==> src/rtl/module_bcd_adder.sv <==
// Three-digit packed-BCD adder producing a four-digit BCD sum.
// One digit is resolved per clock (units, tens, hundreds), then the final carry
// becomes the thousands digit. All outputs are driven straight from registers.
module module_bcd_adder (
   input  logic        clk,
   input  logic        rst,
   input  logic        start,
   input  logic [11:0] first_num,
   input  logic [11:0] second_num,
   output logic [15:0] sum_bcd,
   output logic        busy,
   output logic        done,
   output logic        error
);

   typedef enum logic [1:0] {
      StIdle,
      StAdd,
      StDone
   } state_e;

   state_e      state_q;
   logic [11:0] a_q;
   logic [11:0] b_q;
   logic        carry_q;
   logic [1:0]  idx_q;
   logic [15:0] sum_q;
   logic        busy_q;
   logic        done_q;
   logic        err_q;

   logic [3:0]  dig_a;
   logic [3:0]  dig_b;
   logic [4:0]  dig_sum;
   logic [4:0]  dig_adj;
   logic [3:0]  dig_out;
   logic        carry_out;
   logic        bad_nibble;

   // One BCD digit step on the digit selected by idx_q, plus operand validity check.
   always_comb begin
      dig_a = 4'd0;
      dig_b = 4'd0;
      unique case (idx_q)
         2'd0: begin
            dig_a = a_q[3:0];
            dig_b = b_q[3:0];
         end
         2'd1: begin
            dig_a = a_q[7:4];
            dig_b = b_q[7:4];
         end
         default: begin
            dig_a = a_q[11:8];
            dig_b = b_q[11:8];
         end
      endcase

      dig_sum = {1'b0, dig_a} + {1'b0, dig_b} + {4'd0, carry_q};
      dig_adj = dig_sum + 5'd6;
      if (dig_sum > 5'd9) begin
         dig_out   = dig_adj[3:0];
         carry_out = 1'b1;
      end else begin
         dig_out   = dig_sum[3:0];
         carry_out = 1'b0;
      end

      bad_nibble = (a_q[3:0] > 4'd9) || (a_q[7:4] > 4'd9) || (a_q[11:8] > 4'd9) ||
                   (b_q[3:0] > 4'd9) || (b_q[7:4] > 4'd9) || (b_q[11:8] > 4'd9);
   end

   // Control FSM and all datapath registers; reset aborts any operation in flight.
   always_ff @(posedge clk or negedge rst) begin
      if (!rst) begin
         state_q <= StIdle;
         a_q     <= 12'd0;
         b_q     <= 12'd0;
         carry_q <= 1'b0;
         idx_q   <= 2'd0;
         sum_q   <= 16'd0;
         busy_q  <= 1'b0;
         done_q  <= 1'b0;
         err_q   <= 1'b0;
      end else begin
         unique case (state_q)
            StIdle: begin
               done_q <= 1'b0;
               if (start) begin
                  a_q     <= first_num;
                  b_q     <= second_num;
                  carry_q <= 1'b0;
                  idx_q   <= 2'd0;
                  err_q   <= 1'b0;
                  busy_q  <= 1'b1;
                  state_q <= StAdd;
               end
            end
            StAdd: begin
               carry_q <= carry_out;
               idx_q   <= idx_q + 2'd1;
               unique case (idx_q)
                  2'd0: sum_q[3:0] <= dig_out;
                  2'd1: sum_q[7:4] <= dig_out;
                  default: begin
                     // Last digit: commit thousands, or squash the whole sum on bad input.
                     if (bad_nibble) begin
                        sum_q <= 16'd0;
                        err_q <= 1'b1;
                     end else begin
                        sum_q[11:8]  <= dig_out;
                        sum_q[15:12] <= {3'd0, carry_out};
                     end
                     idx_q   <= 2'd0;
                     done_q  <= 1'b1;
                     state_q <= StDone;
                  end
               endcase
            end
            StDone: begin
               done_q  <= 1'b0;
               busy_q  <= 1'b0;
               state_q <= StIdle;
            end
            default: begin
               done_q  <= 1'b0;
               busy_q  <= 1'b0;
               state_q <= StIdle;
            end
         endcase
      end
   end

   assign sum_bcd = sum_q;
   assign busy    = busy_q;
   assign done    = done_q;
   assign error   = err_q;

endmodule

==> config.mk <==
export PLATFORM = sky130hd
export DESIGN_NAME = module_bcd_adder
export DESIGN_NICKNAME = d
export VERILOG_FILES = /design/src/rtl/module_bcd_adder.sv
export SDC_FILE = /design/constraint.sdc
export NUM_CORES = 1
export LEC_CHECK = 0
export CORE_ASPECT_RATIO = 1.25
export CORE_UTILIZATION = 40
export DETAILED_ROUTE_END_ITERATION = 10
export HOLD_SLACK_MARGIN = 0.12
export PLACE_DENSITY = 0.67
export SYNTH_ARGS = -nofsm -noshare
export SYNTH_HDL_FRONTEND = slang
export SYNTH_SLANG_ARGS = --single-unit
==> constraint.sdc <==
create_clock -name clk -period 3.1 [get_ports clk]
set_input_delay 0.62 -clock clk [delete_from_list [all_inputs] [get_ports clk]]
set_output_delay 0.62 -clock clk [all_outputs]
set_load 0.1 [all_outputs]
==> results of run 1 <==
==> cells by family (layout without fill, tap and decap cells) <==
family | Yosys count | count (layout) | share of synthesized area (%)
AND/OR/NAND/NOR | 121 | 121 | 21.82
flip-flops | 45 | 45 | 49.72
other | 1 | 3 | 0.1656
buffers and inverters | 19 | 65 | 3.701
AO/OA/AOI/OAI | 49 | 49 | 12.98
adder cells (fa/ha/maj) | 6 | 6 | 3.978
XOR/XNOR | 2 | 2 | 0.7736
multiplexers | 15 | 15 | 6.850
==> per-stage QoR <==
stage,TNS (ns),cells,hold WS (ns)
global placement,0,360,0.4632
global route,0,370,0.5029
floorplan,0,260,0.3244
CTS,0,368,0.4881
detailed placement,-0.02775,360,0.4680
finish,0,370,0.4602
==> cells in the mapped netlist, drive strengths merged (2+ instances only) <==
library cell and count:
o21ai 29, mux2i 14, nand2 95, buf 4, a21o 2, a21oi 6, inv 6, xnor2 2
o211ai 4, nor2b 2, clkbuf 9, nor2 9, dfrtp 45, ha 4, fa 2, nor3 7
==> per-layer routing <==
metal / part of all wire, % / wire length [microns]
met2: 51 / 2460
met1: 44 / 2141
met5: 0 / 0
met4: 2.3 / 110
met3: 2.7 / 133
==> layout make-up <==
class | count | area [sq um]
clock buffer | 7 | 86.33
clock inverter | 1 | 30.03
fill | 514 | 2551
inverter | 6 | 22.52
multi-input combinational | 196 | 1100
sequential | 45 | 1126
tap | 64 | 80.08
timing repair buffer | 51 | 446.7
==> cells in the final DEF, fill, tap and decap left out, drive strengths merged, types with 3 or more instances in the layout <==
cell type      netlist  routed
mux2i               14      14
buf                  4      26
nand2               95      95
clkbuf               9       7
dfrtp               45      45
nor2                 9       9
conb                 1       3
nor3                 7       7
a21oi                6       6
o21ai               29      29
inv                  6       6
o211ai               4       4
ha                   4       4
clkdlybuf4s50        0      25
==> path summary, 6_finish.rpt <==
path	end	slack, ns	cells after the start
worst min-delay path	state_q[1]	0.46	1
max in group asynchronous	done	2.02	1
min in group clk	sum_bcd[11]	0.48	2
worst max-delay path	sum_bcd[6]	0.10	12
worst min register to register	sum_bcd[11]	0.48	2
worst max register to register	sum_bcd[6]	0.10	12
==> sequential cells by signal, indices dropped and copies added, names as in the netlist <==
register	flops
sum_bcd	13
idx_q	2
carry_q	1
error	1
state_q	2
b_q	12
done	1
busy	1
a_q	12
==> what timing repair did <==
action,in CTS,in global routing
pin swaps,0,3
buffers inserted,0,2
gates resized for setup,3,6
endpoints found under the setup margin,3,4
==> flow_metrics.env, run 1 <==
export IMPL_io_pins=46
export IMPL_critPathSlowestCell="sky130_fd_sc_hd__dfrtp_1"
export IMPL_crit_arrival_ns=3.22
export IMPL_worst_endpoint_required_ns=3.33
export IMPL_cp_slowest_stage_delay_ns=0.43
export IMPL_clk_latency_ns=0.30
export IMPL_floorplan_core_area_sq_um=5443
export IMPL_area_growth_pct=27.68
export IMPL_timing_critical_path_cells="mux2i_1 -> nor2_1 -> a21oi_2 -> fa_2 -> inv_1 -> fa_2 -> xnor2_2 -> ha_4 -> a22o_1 -> o31a_1 -> mux2_4 -> o21ai_2"
export IMPL_initial_core_util_pct=41.61
export IMPL_critical_path_most_common_cell="sky130_fd_sc_hd__fa_2"
export IMPL_worstPathMaxFanout=4
export IMPL_cp_end_kind="flop"
export IMPL_grt_max_degree=46
export IMPL_post_synth_top_area_fraction_pct=49.72
export IMPL_fin_crit_sh_pct=96.63
export IMPL_die_y_microns=86.13
export IMPL_wl_per_cell_microns=13.10
export IMPL_routabilityCongestion=0.8839
export IMPL_final_min_clock_period_ns=2.996
export IMPL_rows=30
export IMPL_postSynthRegisterBits=45
export IMPL_path_buf_inv=1
export IMPL_first_pass_grt_wire_length_microns=8369
export IMPL_finish_instance_area_sq_um=2892
export IMPL_ctsHoldBuffers=0
export IMPL_yosysUniqueCellTypes=36
export IMPL_ys_top_cells_by_area="sky130_fd_sc_hd__dfrtp_1 50%, sky130_fd_sc_hd__nand2_1 16%, sky130_fd_sc_hd__mux2i_1 6.2%, sky130_fd_sc_hd__o21ai_0 5.7%, sky130_fd_sc_hd__ha_1 2.2%"
export IMPL_ctsLongestPathBuffers=2
export IMPL_preCtsSetupSlack_ns=-0.01131
export IMPL_critPathLaunchType="flop"
export IMPL_synthDominantAreaCellType="sky130_fd_sc_hd__dfrtp_1"
export IMPL_postLayoutSetupSlackWorst_ns=0.1044
export IMPL_nNetsFinal=338
export IMPL_htreeDepth=2
export IMPL_detailed_place_area_sq_um=2724
export IMPL_num_antenna_cells=0
export IMPL_cts_reportedPaths_clkPinSlew_ns=0.08
export IMPL_dieWidth_microns=69.30
export IMPL_yosysWarnings=0
export IMPL_detailroute_via_count=1815
export IMPL_synth_edf_count=0
export IMPL_top_usage_layer="met2"
export IMPL_placement_io_buffers=42
export IMPL_critical_path_startpoint="idx_q[0]"
export IMPL_drive_gt1_share_pct=15.69
export IMPL_timing_worst_setup_path_type="flop to flop"
export IMPL_grt_met3_usage_pct=3.290
export IMPL_async_reset_ff_share_pct=100.0
export IMPL_cpLargestDelayFamily="compound AO/OA/AOI/OAI gates"
export IMPL_detail_route_wirelength_microns=4846
export IMPL_place_detailed_hpwl_microns=3624
export IMPL_dominantRegCellSynth="sky130_fd_sc_hd__dfrtp_1"
export IMPL_grt_overflow_total=0
export IMPL_met1_usage_pct=21.48
export IMPL_cts_root_buf="sky130_fd_sc_hd__clkbuf_8"
export IMPL_maxCapViolCount=0
export IMPL_grt_use_met2_pct=30.98
export IMPL_grt_usage_pct=17.67
export IMPL_first_global_vias=1818
export IMPL_worst_slew_pin_slew_ns=0.9713
export IMPL_timing_slew_headroom_pct=35.24
export IMPL_synth_yosys_seq_area_share_pct=49.72
export IMPL_synth_area_per_cell_sq_um=8.778
export IMPL_timing_final_setup_violations=0
export IMPL_numClockSinks=45
export IMPL_route_detailed_vias_per_inst=4.905
export IMPL_grt_setup_unrepaired="no"
export IMPL_finalHoldViolCount=0
export IMPL_holdCritPathClass="input port to asynchronous set/reset pin"
export IMPL_drt_first_pass_iters=4
export IMPL_drt_drc_violations_left=0
export IMPL_rr_startpoint="idx_q[0]"
export IMPL_worst_clock_skew_ns=0.003958
export IMPL_netlist_instances=258
export IMPL_status="finished, final reports clean"
export IMPL_antenna_violations_before_repair=0
export IMPL_highest_achievable_clock_rate_mhz=333.8
export IMPL_clock_tree_from_tritoncts="yes"
export IMPL_synth_cell_area_sq_um=2265
export IMPL_design_die_area_sq_um=5968
export IMPL_route_antenna_remaining_nets=0
export IMPL_postLayoutCoreUtil_pct=53.13
export IMPL_detail_route_iter0_violations=76
export IMPL_slew_viol_final=0
export IMPL_cts_inserted_buffers=5
Power of run 1 is not shown: default switching activity piles up to over one toggle a cycle in this logic, so the estimate is an artifact.
==> run 2: changes to the inputs <==
--- a/config.mk
+++ b/config.mk
@@ -5,11 +5,14 @@
 export SDC_FILE = /design/constraint.sdc
 export NUM_CORES = 1
 export LEC_CHECK = 0
+export CELL_PAD_IN_SITES_DETAIL_PLACEMENT = 1
+export CELL_PAD_IN_SITES_GLOBAL_PLACEMENT = 2
 export CORE_ASPECT_RATIO = 1.25
-export CORE_UTILIZATION = 40
+export CORE_UTILIZATION = 27
 export DETAILED_ROUTE_END_ITERATION = 10
 export HOLD_SLACK_MARGIN = 0.12
-export PLACE_DENSITY = 0.67
+export PLACE_DENSITY = 0.74
+export REMOVE_ABC_BUFFERS = 1
 export SYNTH_ARGS = -nofsm -noshare
 export SYNTH_HDL_FRONTEND = slang
 export SYNTH_SLANG_ARGS = --single-unit
==> flow_metrics.env, run 2 (synthesis results as in run 1) <==
export IMPL_path_buf_inv=2
export IMPL_drt_drc_violations_left=9
export IMPL_wirelength_met1_microns=2570
export IMPL_ctsLongestPathBuffers=2
export IMPL_worstHoldEndpoint="a_q[0]"
export IMPL_detailed_place_area_sq_um=2773
export IMPL_layout_area_seq_sq_um=1126
export IMPL_holdCritPathClass="flop to flop"
export IMPL_route_detailed_vias_per_inst=4.659
export IMPL_dieWidth_microns=83.92
export IMPL_maxCapViolCount=0
export IMPL_timing_critical_path_cells="mux2i_1 -> nor2_1 -> a21oi_2 -> fa_2 -> inv_2 -> fa_2 -> inv_2 -> ha_4 -> a22o_1 -> o31a_1 -> mux2_4 -> o21ai_2"
export IMPL_highest_layer="met4"
export IMPL_floorplan_core_area_sq_um=8194
export IMPL_wl_per_cell_microns=14.35
export IMPL_critPathSlowestCell="sky130_fd_sc_hd__fa_2"
export IMPL_numClockSinks=45
export IMPL_finalHoldViolCount=0
export IMPL_postLayoutSetupSlackWorst_ns=0.08518
export IMPL_critPathLaunchType="flop"
export IMPL_worst_r2r_cell_count=12
export IMPL_worstHoldStart="a_q[0]"
export IMPL_cts_inserted_buffers=5
export IMPL_first_pass_grt_wire_length_microns=10140
export IMPL_ctsHoldBuffers=0
export IMPL_worst_clock_skew_ns=0.003242
export IMPL_rows=37
export IMPL_cp_end_kind="flop"
export IMPL_fillerInstances=983
export IMPL_clock_tree_from_tritoncts="yes"
export IMPL_preCtsSetupSlack_ns=0.003930
export IMPL_grt_usage_pct=14.45
export IMPL_first_global_vias=2109
export IMPL_place_detailed_hpwl_microns=4348
export IMPL_detailroute_via_count=1887
export IMPL_slew_viol_final=0
export IMPL_worst_slew_pin_slew_ns=1.017
export IMPL_r2r_setup_slack_ns=0.09
export IMPL_cpLargestDelayFamily="adder cells"
export IMPL_timing_worst_setup_path_type="flop to flop"
export IMPL_grt_max_degree=46
export IMPL_initial_core_util_pct=27.64
export IMPL_worst_endpoint_required_ns=3.32
export IMPL_area_growth_pct=29.83
export IMPL_hold_path_depth=2
export IMPL_finish_instance_area_sq_um=2940
export IMPL_largest_register_ffs=13
export IMPL_fin_hold_ws_ns=0.4840
export IMPL_clk_latency_ns=0.29
export IMPL_detailroute_wirelength_met2_microns=2997
export IMPL_grt_setup_unrepaired="yes"
export IMPL_timing_slew_headroom_pct=32.18
export IMPL_failed_checks="DRC"
export IMPL_route_antenna_remaining_nets=0
export IMPL_detail_route_wirelength_microns=5811
export IMPL_htreeDepth=2
export IMPL_io_pins=46
export IMPL_final_min_clock_period_ns=3.015
export IMPL_cts_reportedPaths_clkPinSlew_ns=0.08
export IMPL_drt_first_pass_iters=9
export IMPL_grt_overflow_total=0
export IMPL_cp_slowest_stage_delay_ns=0.54
export IMPL_cts_root_buf="sky130_fd_sc_hd__clkbuf_8"
export IMPL_status="finished, violations left"
export IMPL_rr_startpoint="idx_q[0]"
export IMPL_fin_crit_sh_pct=97.25
export IMPL_design_die_area_sq_um=8760
export IMPL_most_used_cells_in_the_layout_excluding_fill_and_tap_cells="95 x sky130_fd_sc_hd__nand2_1, 45 x sky130_fd_sc_hd__dfrtp_1, 28 x sky130_fd_sc_hd__buf_4"
export IMPL_placement_io_buffers=42
export IMPL_final_common_cell="sky130_fd_sc_hd__nand2_1"
export IMPL_timing_final_setup_violations=0
export IMPL_die_y_microns=104.4
export IMPL_drive_gt1_share_pct=16.88
export IMPL_routabilityCongestion=0.8511
export IMPL_antenna_violations_before_repair=0
export IMPL_worst_flop_to_flop_path_endpoint="sum_bcd[6]"
export IMPL_highest_achievable_clock_rate_mhz=331.7
export IMPL_nNetsFinal=341
export IMPL_crit_arrival_ns=3.24
export IMPL_worstPathMaxFanout=4
export IMPL_setup_total_negative_slack_ns=0
export IMPL_num_antenna_cells=0
export IMPL_detail_route_iter0_violations=52
export IMPL_routed_wl_met3_microns=151
export IMPL_multi_input_comb_area_sq_um=1119
## run 2: timing repair
action,in CTS,in global routing
resized for setup,4,8
pin swaps,0,5
buffers inserted,0,4
setup endpoints to repair,2,8
endpoints found under the hold margin,0,0
## run 2: routing by layer
layer  vias up  global-route usage, %
met4         0                  4.064
met2        34                  26.29
met3         7                  2.857
met5         -                      0
li1        947                      -
met1       899                  17.05
## run 2: area by class of cell
type,instances,area share [%]
sequential,45,38.30
multi-input combinational,196,38.04
timing repair buffer,54,15.83
tap,97,4.128
clock buffer,7,2.936
inverter,6,0.7660
## run 2: worst max-delay path by stage
stage               startpoint    endpoint  depth (start not counted)
finish                idx_q[0]  sum_bcd[6]                         12
detailed placement    idx_q[0]  sum_bcd[2]                         12
CTS                   idx_q[0]  sum_bcd[2]                         12
global route          idx_q[0]  sum_bcd[6]                         12
global placement      idx_q[0]  sum_bcd[2]                         12
floorplan             idx_q[0]  sum_bcd[2]                         12
## run 2: through the flow
stage               util [%]  instances
global placement       33.84        394
floorplan                  -        247
global route           35.88        405
CTS                    35.09        401
detailed placement     33.84        394
finish                 35.88        405
## run 2: tightest hold or removal path: stages, from the launching register on
cell and delay (ns):
sky130_fd_sc_hd__dfrtp_1 0.35, sky130_fd_sc_hd__nand2_1 0.05, sky130_fd_sc_hd__nand2_1 0.06
Power of run 2 is left out for the same reason.
